[src/rtl/led_scan_sequencer_pkg.sv]
// Shared types and the position-advance rule for the LED scan sequencer.
// Mode, FSM state and direction encodings live here so every file agrees on them.
package led_scan_sequencer_pkg;

  typedef enum logic [1:0] {
    ModeUp   = 2'b00,
    ModeDown = 2'b01,
    ModePing = 2'b10,
    ModeHold = 2'b11
  } mode_e;

  typedef enum logic [1:0] {
    StIdle  = 2'b00,
    StRun   = 2'b01,
    StBlank = 2'b10
  } state_e;

  typedef enum logic {
    DirUp   = 1'b0,
    DirDown = 1'b1
  } dir_e;

  typedef struct packed {
    logic [1:0] pos;
    dir_e       dir;
    logic       wrap;
  } adv_t;

  // One advance of the select. Direction only changes in ping-pong mode.
  function automatic adv_t next_pos(logic [1:0] pos, mode_e mode, dir_e dir);
    adv_t r;
    dir_e d;
    r.pos  = pos;
    r.dir  = dir;
    r.wrap = 1'b0;
    d      = dir;
    case (mode)
      ModeUp: begin
        r.pos  = pos + 2'd1;
        r.wrap = (pos == 2'd3);
      end
      ModeDown: begin
        r.pos  = pos - 2'd1;
        r.wrap = (pos == 2'd0);
      end
      ModePing: begin
        if (pos == 2'd3) begin
          d = DirDown;
        end else if (pos == 2'd0) begin
          d = DirUp;
        end
        r.dir  = d;
        r.pos  = (d == DirUp) ? pos + 2'd1 : pos - 2'd1;
        r.wrap = (pos == 2'd1) && (d == DirDown);
      end
      default: ;
    endcase
    return r;
  endfunction

endpackage

[src/rtl/led_scan_dwell_cnt.sv]
// Loadable down-counter with a zero flag; times both the dwell and the blank interval.
// Saturates at zero so an unattended count never wraps around.
module led_scan_dwell_cnt
  import led_scan_sequencer_pkg::*;
#(
  parameter int unsigned Width = 24
) (
  input  logic             clk_i,
  input  logic             rst_ni,
  input  logic             load_i,
  input  logic [Width-1:0] load_val_i,
  input  logic             dec_i,
  output logic             zero_o
);

  logic [Width-1:0] count_q, count_d;

  always_comb begin
    count_d = count_q;
    if (load_i) begin
      count_d = load_val_i;
    end else if (dec_i && (count_q != '0)) begin
      count_d = count_q - Width'(1);
    end
  end

  always_ff @(posedge clk_i or negedge rst_ni) begin
    if (!rst_ni) begin
      count_q <= '0;
    end else begin
      count_q <= count_d;
    end
  end

  assign zero_o = (count_q == '0);

endmodule

[src/rtl/led_scan_sequencer.sv]
// Steps the 2-bit decode24 select through positions 0..3 with a programmable dwell.
// Define LED_SCAN_BLANK_EN to blank a_valid for BLANK_CYC cycles after each run advance.
module led_scan_sequencer
  import led_scan_sequencer_pkg::*;
#(
  parameter int unsigned DWELL_W   = 24,
  parameter int unsigned DEF_DWELL = 12_000_000,
  parameter int unsigned BLANK_CYC = 4
) (
  input  logic               clk,
  input  logic               rst_n,
  input  logic               start,
  input  logic               stop,
  input  logic               step,
  input  logic [1:0]         mode,
  input  logic [DWELL_W-1:0] dwell,
  output logic [1:0]         a,
  output logic               a_valid,
  output logic               busy,
  output logic               wrap
);

  localparam logic [DWELL_W-1:0] DefLoad = DWELL_W'(DEF_DWELL - 1);
`ifdef LED_SCAN_BLANK_EN
  localparam logic [DWELL_W-1:0] BlankLoad = DWELL_W'(BLANK_CYC - 1);
`endif

  state_e       state_q;
  dir_e         dir_q;
  logic [1:0]   a_q;
  logic         a_valid_q, busy_q, wrap_q;

  logic               cnt_load, cnt_dec, cnt_zero;
  logic [DWELL_W-1:0] cnt_load_val, dwell_load;
  adv_t               adv;

  assign dwell_load = (dwell == '0) ? DefLoad : dwell - DWELL_W'(1);
  assign adv        = next_pos(a_q, mode_e'(mode), dir_q);

  // Counter is reloaded on every advance; in blank builds that load times the blank first.
  always_comb begin
    cnt_load     = 1'b0;
    cnt_dec      = 1'b0;
    cnt_load_val = dwell_load;
    unique case (state_q)
      StIdle: cnt_load = start;
      StRun: begin
        cnt_dec  = 1'b1;
        cnt_load = cnt_zero & ~stop;
`ifdef LED_SCAN_BLANK_EN
        cnt_load_val = BlankLoad;
`endif
      end
      StBlank: begin
        cnt_dec  = 1'b1;
        cnt_load = cnt_zero & ~stop;
      end
      default: ;
    endcase
  end

  led_scan_dwell_cnt #(
    .Width(DWELL_W)
  ) u_dwell_cnt (
    .clk_i     (clk),
    .rst_ni    (rst_n),
    .load_i    (cnt_load),
    .load_val_i(cnt_load_val),
    .dec_i     (cnt_dec),
    .zero_o    (cnt_zero)
  );

  always_ff @(posedge clk or negedge rst_n) begin
    if (!rst_n) begin
      state_q   <= StIdle;
      dir_q     <= DirUp;
      a_q       <= 2'd0;
      a_valid_q <= 1'b0;
      busy_q    <= 1'b0;
      wrap_q    <= 1'b0;
    end else begin
      wrap_q <= 1'b0;
      unique case (state_q)
        StIdle: begin
          // start has priority over step in the same cycle
          if (start) begin
            state_q   <= StRun;
            busy_q    <= 1'b1;
            a_valid_q <= 1'b1;
          end else if (step) begin
            a_q       <= adv.pos;
            dir_q     <= adv.dir;
            wrap_q    <= adv.wrap;
            a_valid_q <= 1'b1;
          end
        end
        StRun: begin
          if (stop) begin
            state_q <= StIdle;
            busy_q  <= 1'b0;
          end else if (cnt_zero) begin
            a_q    <= adv.pos;
            dir_q  <= adv.dir;
            wrap_q <= adv.wrap;
`ifdef LED_SCAN_BLANK_EN
            state_q   <= StBlank;
            a_valid_q <= 1'b0;
`endif
          end
        end
        StBlank: begin
          if (stop) begin
            state_q   <= StIdle;
            busy_q    <= 1'b0;
            a_valid_q <= 1'b1;
          end else if (cnt_zero) begin
            state_q   <= StRun;
            a_valid_q <= 1'b1;
          end
        end
        default: state_q <= StIdle;
      endcase
    end
  end

  assign a       = a_q;
  assign a_valid = a_valid_q;
  assign busy    = busy_q;
  assign wrap    = wrap_q;

endmodule
[config.mk]
export PLATFORM = sky130hd
export DESIGN_NAME = led_scan_sequencer
export DESIGN_NICKNAME = d
export VERILOG_FILES = /design/src/rtl/led_scan_sequencer_pkg.sv /design/src/rtl/led_scan_dwell_cnt.sv /design/src/rtl/led_scan_sequencer.sv
export SDC_FILE = /design/constraint.sdc
export NUM_CORES = 1
export LEC_CHECK = 0
export CORE_ASPECT_RATIO = 1.25
export CORE_UTILIZATION = 48
export DETAILED_ROUTE_END_ITERATION = 10
export HOLD_SLACK_MARGIN = 0.1
export PLACE_DENSITY = 0.72
export SLEW_MARGIN = 20
export SYNTH_ARGS = -nofsm -noshare
export SYNTH_HDL_FRONTEND = slang
export SYNTH_SLANG_ARGS = --single-unit
export TNS_END_PERCENT = 50
[constraint.sdc]
create_clock -name clk -period 2.4 [get_ports clk]
set_input_delay 0.48 -clock clk [delete_from_list [all_inputs] [get_ports clk]]
set_output_delay 0.48 -clock clk [all_outputs]
set_load 0.01 [all_outputs]
==> results by group <==
Clock network
  – TritonCTS Sinks: 30
  – TritonCTS Buffers: 5
  – H-Tree Depth: 2
  – Hold_buf cts: 0
  – CTS tree: built
  – Root Buffer: clkbuf_8
  – Clock slew at reported path FFs: 0.07 ns
  – Clock Tree Buf Depth: 2
  – Clk_lat worst skew: 0.29 ns

Cells and area
  – Register area: 751 um^2
  – Inserted Diodes: 0
  – Layout cells sized above 1: 22.3%
  – Filler cells: 412
  – Area delta synth->final: 35.0%
  – Final Core Density: 68.7%
  – Multi-input combinational cell area: 1630 um^2
  – Fin nets: 405

Global route
  – Layer with the highest usage: met2
  – GRT overflow: 0
  – GRT Overall Usage: 26.6%
  – First-pass GRT wire length: 10800 um
  – Met3 usage: 3.89%
  – Vias in the first global route: 2321
  – Routing usage on met2: 44.8%
  – Initial antenna violation count: 0
  – Met1 global-route usage: 33.8%
  – Largest net degree at the start of global routing: 31

Synth
  – Avg Inst Size Synth: 8.81 um^2
  – Synth warn: 0
  – Post-Synthesis Cell Area: 2460 um^2
  – Net count after synthesis: 321
  – Synthesized flop and latch total: 30
  – Register area share after synthesis: 30.5%
  – Synth unique cells: 58
  – Post-Synthesis Cells: 279
  – Post-synth ARST share: 100%
  – Most used DFF post-synth: dfrtp_1
  – Number of enable flip-flop cells after synthesis: 0

Placed design
  – Quantity of I/O buffers inserted on ports: 35
  – Pre-CTS setup slack: -0.0933 ns
  – DP Wirelength: 5070 um
  – RePlAce Congestion: 0.845

Worst setup path
  – Max stage delay on crit path: 0.48 ns
  – Max stage delay cell, worst path: nor4_2
  – Critical path arrival: 2.39 ns
  – Crit-path cells: nor4_2 > nand4_2 > o21a_1 > buf_4 > or3_1 > o21ai_1 > a21oi_1
  – CP bufs+invs: 1
  – Worst EP required: 2.54 ns
  – Critical-path maximum fanout: 15
  – Setup CP Type: flip-flop to flip-flop
  – Setup crit end kind: flip-flop
  – CP startpoint kind: flip-flop
  – Crit-path leading delay family: simple AND/OR/NAND/NOR gates

Timing
  – Period minus WS final: 2.24 ns
  – Rel. slew slack: 61.0%
  – Fin. max-slew vios: 0
  – Worst-Margin Slew: 0.584 ns
  – RSZ-0062 raised after global routing: false
  – Worst Skew: 0.00505 ns
  – Final Setup Violations: 0
  – Final setup margin: 0.157 ns
  – Max Fclk: 0.446 GHz
  – Hold WS: 0.478 ns
  – Fin crit share: 93.4%
  – Final hold viol count: 0

Floorplanning
  – Die width: 66.0 um
  – IO Pins: 36
  – Site Rows: 28
  – Area of the die: 5410 um^2
  – Initial Util: 50.9%
  – Core area: 4830 um^2
  – Die outline height: 82.0 um

Status
  – Status: finished clean

Hold path
  – Hold Crit Class: flip-flop to flip-flop

Routing
  – Vias per Instance: 5.78
  – Detailed Route Iter0 Violations: 89
  – WL final: 6450 um
  – Via Count: 2451
  – # DRC: 0
  – DRT Pass-1 Iters: 4
  – Avg WL per Cell: 15.2 um
  – Detail Route Antenna Nets: 0

Power and ir drop
  – Power per cell area: 681 nW/um^2
  – VDD IR max: 0.000364 V
  – Leakage: 1.33 nW

Flow run
  – Maxcap violations: 0
## power by group
part | switching [mW] | internal, mW
Sequential | 0.237 | 0.668
Clock | 0.198 | 0.289
Combinational | 0.445 | 0.424
## synthesized netlist by cell type (all sizes together) (4+ instances only)
master,count,area [um^2]
nand2,27,111
xnor2,5,43.8
or3,8,50.1
nand3,14,80.1
nor3,19,111
a21oi,13,65.1
buf,4,45.0
ha,11,138
inv,11,41.3
o21ai,20,104
a211oi,5,47.5
a221oi,5,68.8
nor4,10,133
xor2,16,140
nor2,31,129
dfrtp,30,751
nand3b,4,30.0
or4,4,30.0
o211ai,7,52.6
## registers in the layout (all words and copies together), names as in the netlist
| signal | flops |
|---|---|
| a | 2 |
| a_valid | 1 |
| dir_q | 1 |
| state_q | 1 |
| u_dwell_cnt.count_q | 24 |
| wrap | 1 |
## logic make-up after synthesis
group                    count (synthesis)  synth area share (%)
AO/OA/AOI/OAI                           67                  19.2
XOR/XNOR                                21                  7.48
adder cells (fa/ha/maj)                 11                  5.60
buffers and inverters                   16                  3.66
flip-flops                              30                  30.5
multiplexers                             2                 0.865
AND/OR/NAND/NOR                        132                  32.6
## final cells by class
class	count	share of cell area, %
clock buffers	8	3.32
inverters	12	1.36
multi-input cells	233	49.1
flip-flops and latches	30	22.6
well taps	60	2.26
repair buffers	81	21.3
## worst paths after layout
path	end	cells after the start	slack, ns	start
setup / recovery	u_dwell_cnt.count_q[23]$_DFFE_PN0P_	7	0.16	u_dwell_cnt.count_q[18]$_DFFE_PN0P_
hold / removal	a_valid$_DFFE_PN0P_	1	0.48	a_valid$_DFFE_PN0P_
setup reg to reg	u_dwell_cnt.count_q[23]$_DFFE_PN0P_	7	0.16	u_dwell_cnt.count_q[18]$_DFFE_PN0P_
hold reg to reg	a_valid$_DFFE_PN0P_	1	0.48	a_valid$_DFFE_PN0P_
max in group asynchronous	u_dwell_cnt.count_q[18]$_DFFE_PN0P_	2	1.52	rst_n
min in group asynchronous	a_valid$_DFFE_PN0P_	2	0.58	rst_n
## cell usage in the layout, fill, tap and decap left out, types with 4 or more instances in the layout
cell	instances
a221oi_2	4
xor2_1	16
buf_4	45
a21oi_1	13
nor3_1	17
inv_1	11
nor2_1	28
nand2_1	25
nand3b_1	4
clkbuf_8	8
xnor2_1	5
clkdlybuf4s50_1	35
o21ai_1	6
ha_1	11
dfrtp_1	30
or4_1	4
nor4_2	4
nand3_1	12
o211ai_1	7
or3_1	8
o21ai_0	13
## per-stage QoR
stage / TNS [ns] / total power, mW / cells / cell area, um^2
2_1_floorplan: 0 / 1.41 / 279 / 2460
3_3_place_gp: -0.199 / 1.73 / 416 / 3200
3_5_place_dp: -0.519 / 1.77 / 416 / 3200
4_1_cts: 0 / 2.26 / 424 / 3310
5_1_grt: 0 / 2.41 / 424 / 3320
6_report: 0 / 2.26 / 424 / 3320
## layer usage
layer	up-vias	part of all wire, %
met5	-	0
met4	0	2.5
met3	17	4.5
met2	88	50
met1	1136	43
li1	1210	-
## timing repair
action / CTS / global route
setup endpoints to repair: 0 / 8
hold endpoints to repair: 0 / 0
setup buffers: 0 / 0
gates resized for setup: 0 / 2
Note: power is estimated with default switching activity, not from simulation.
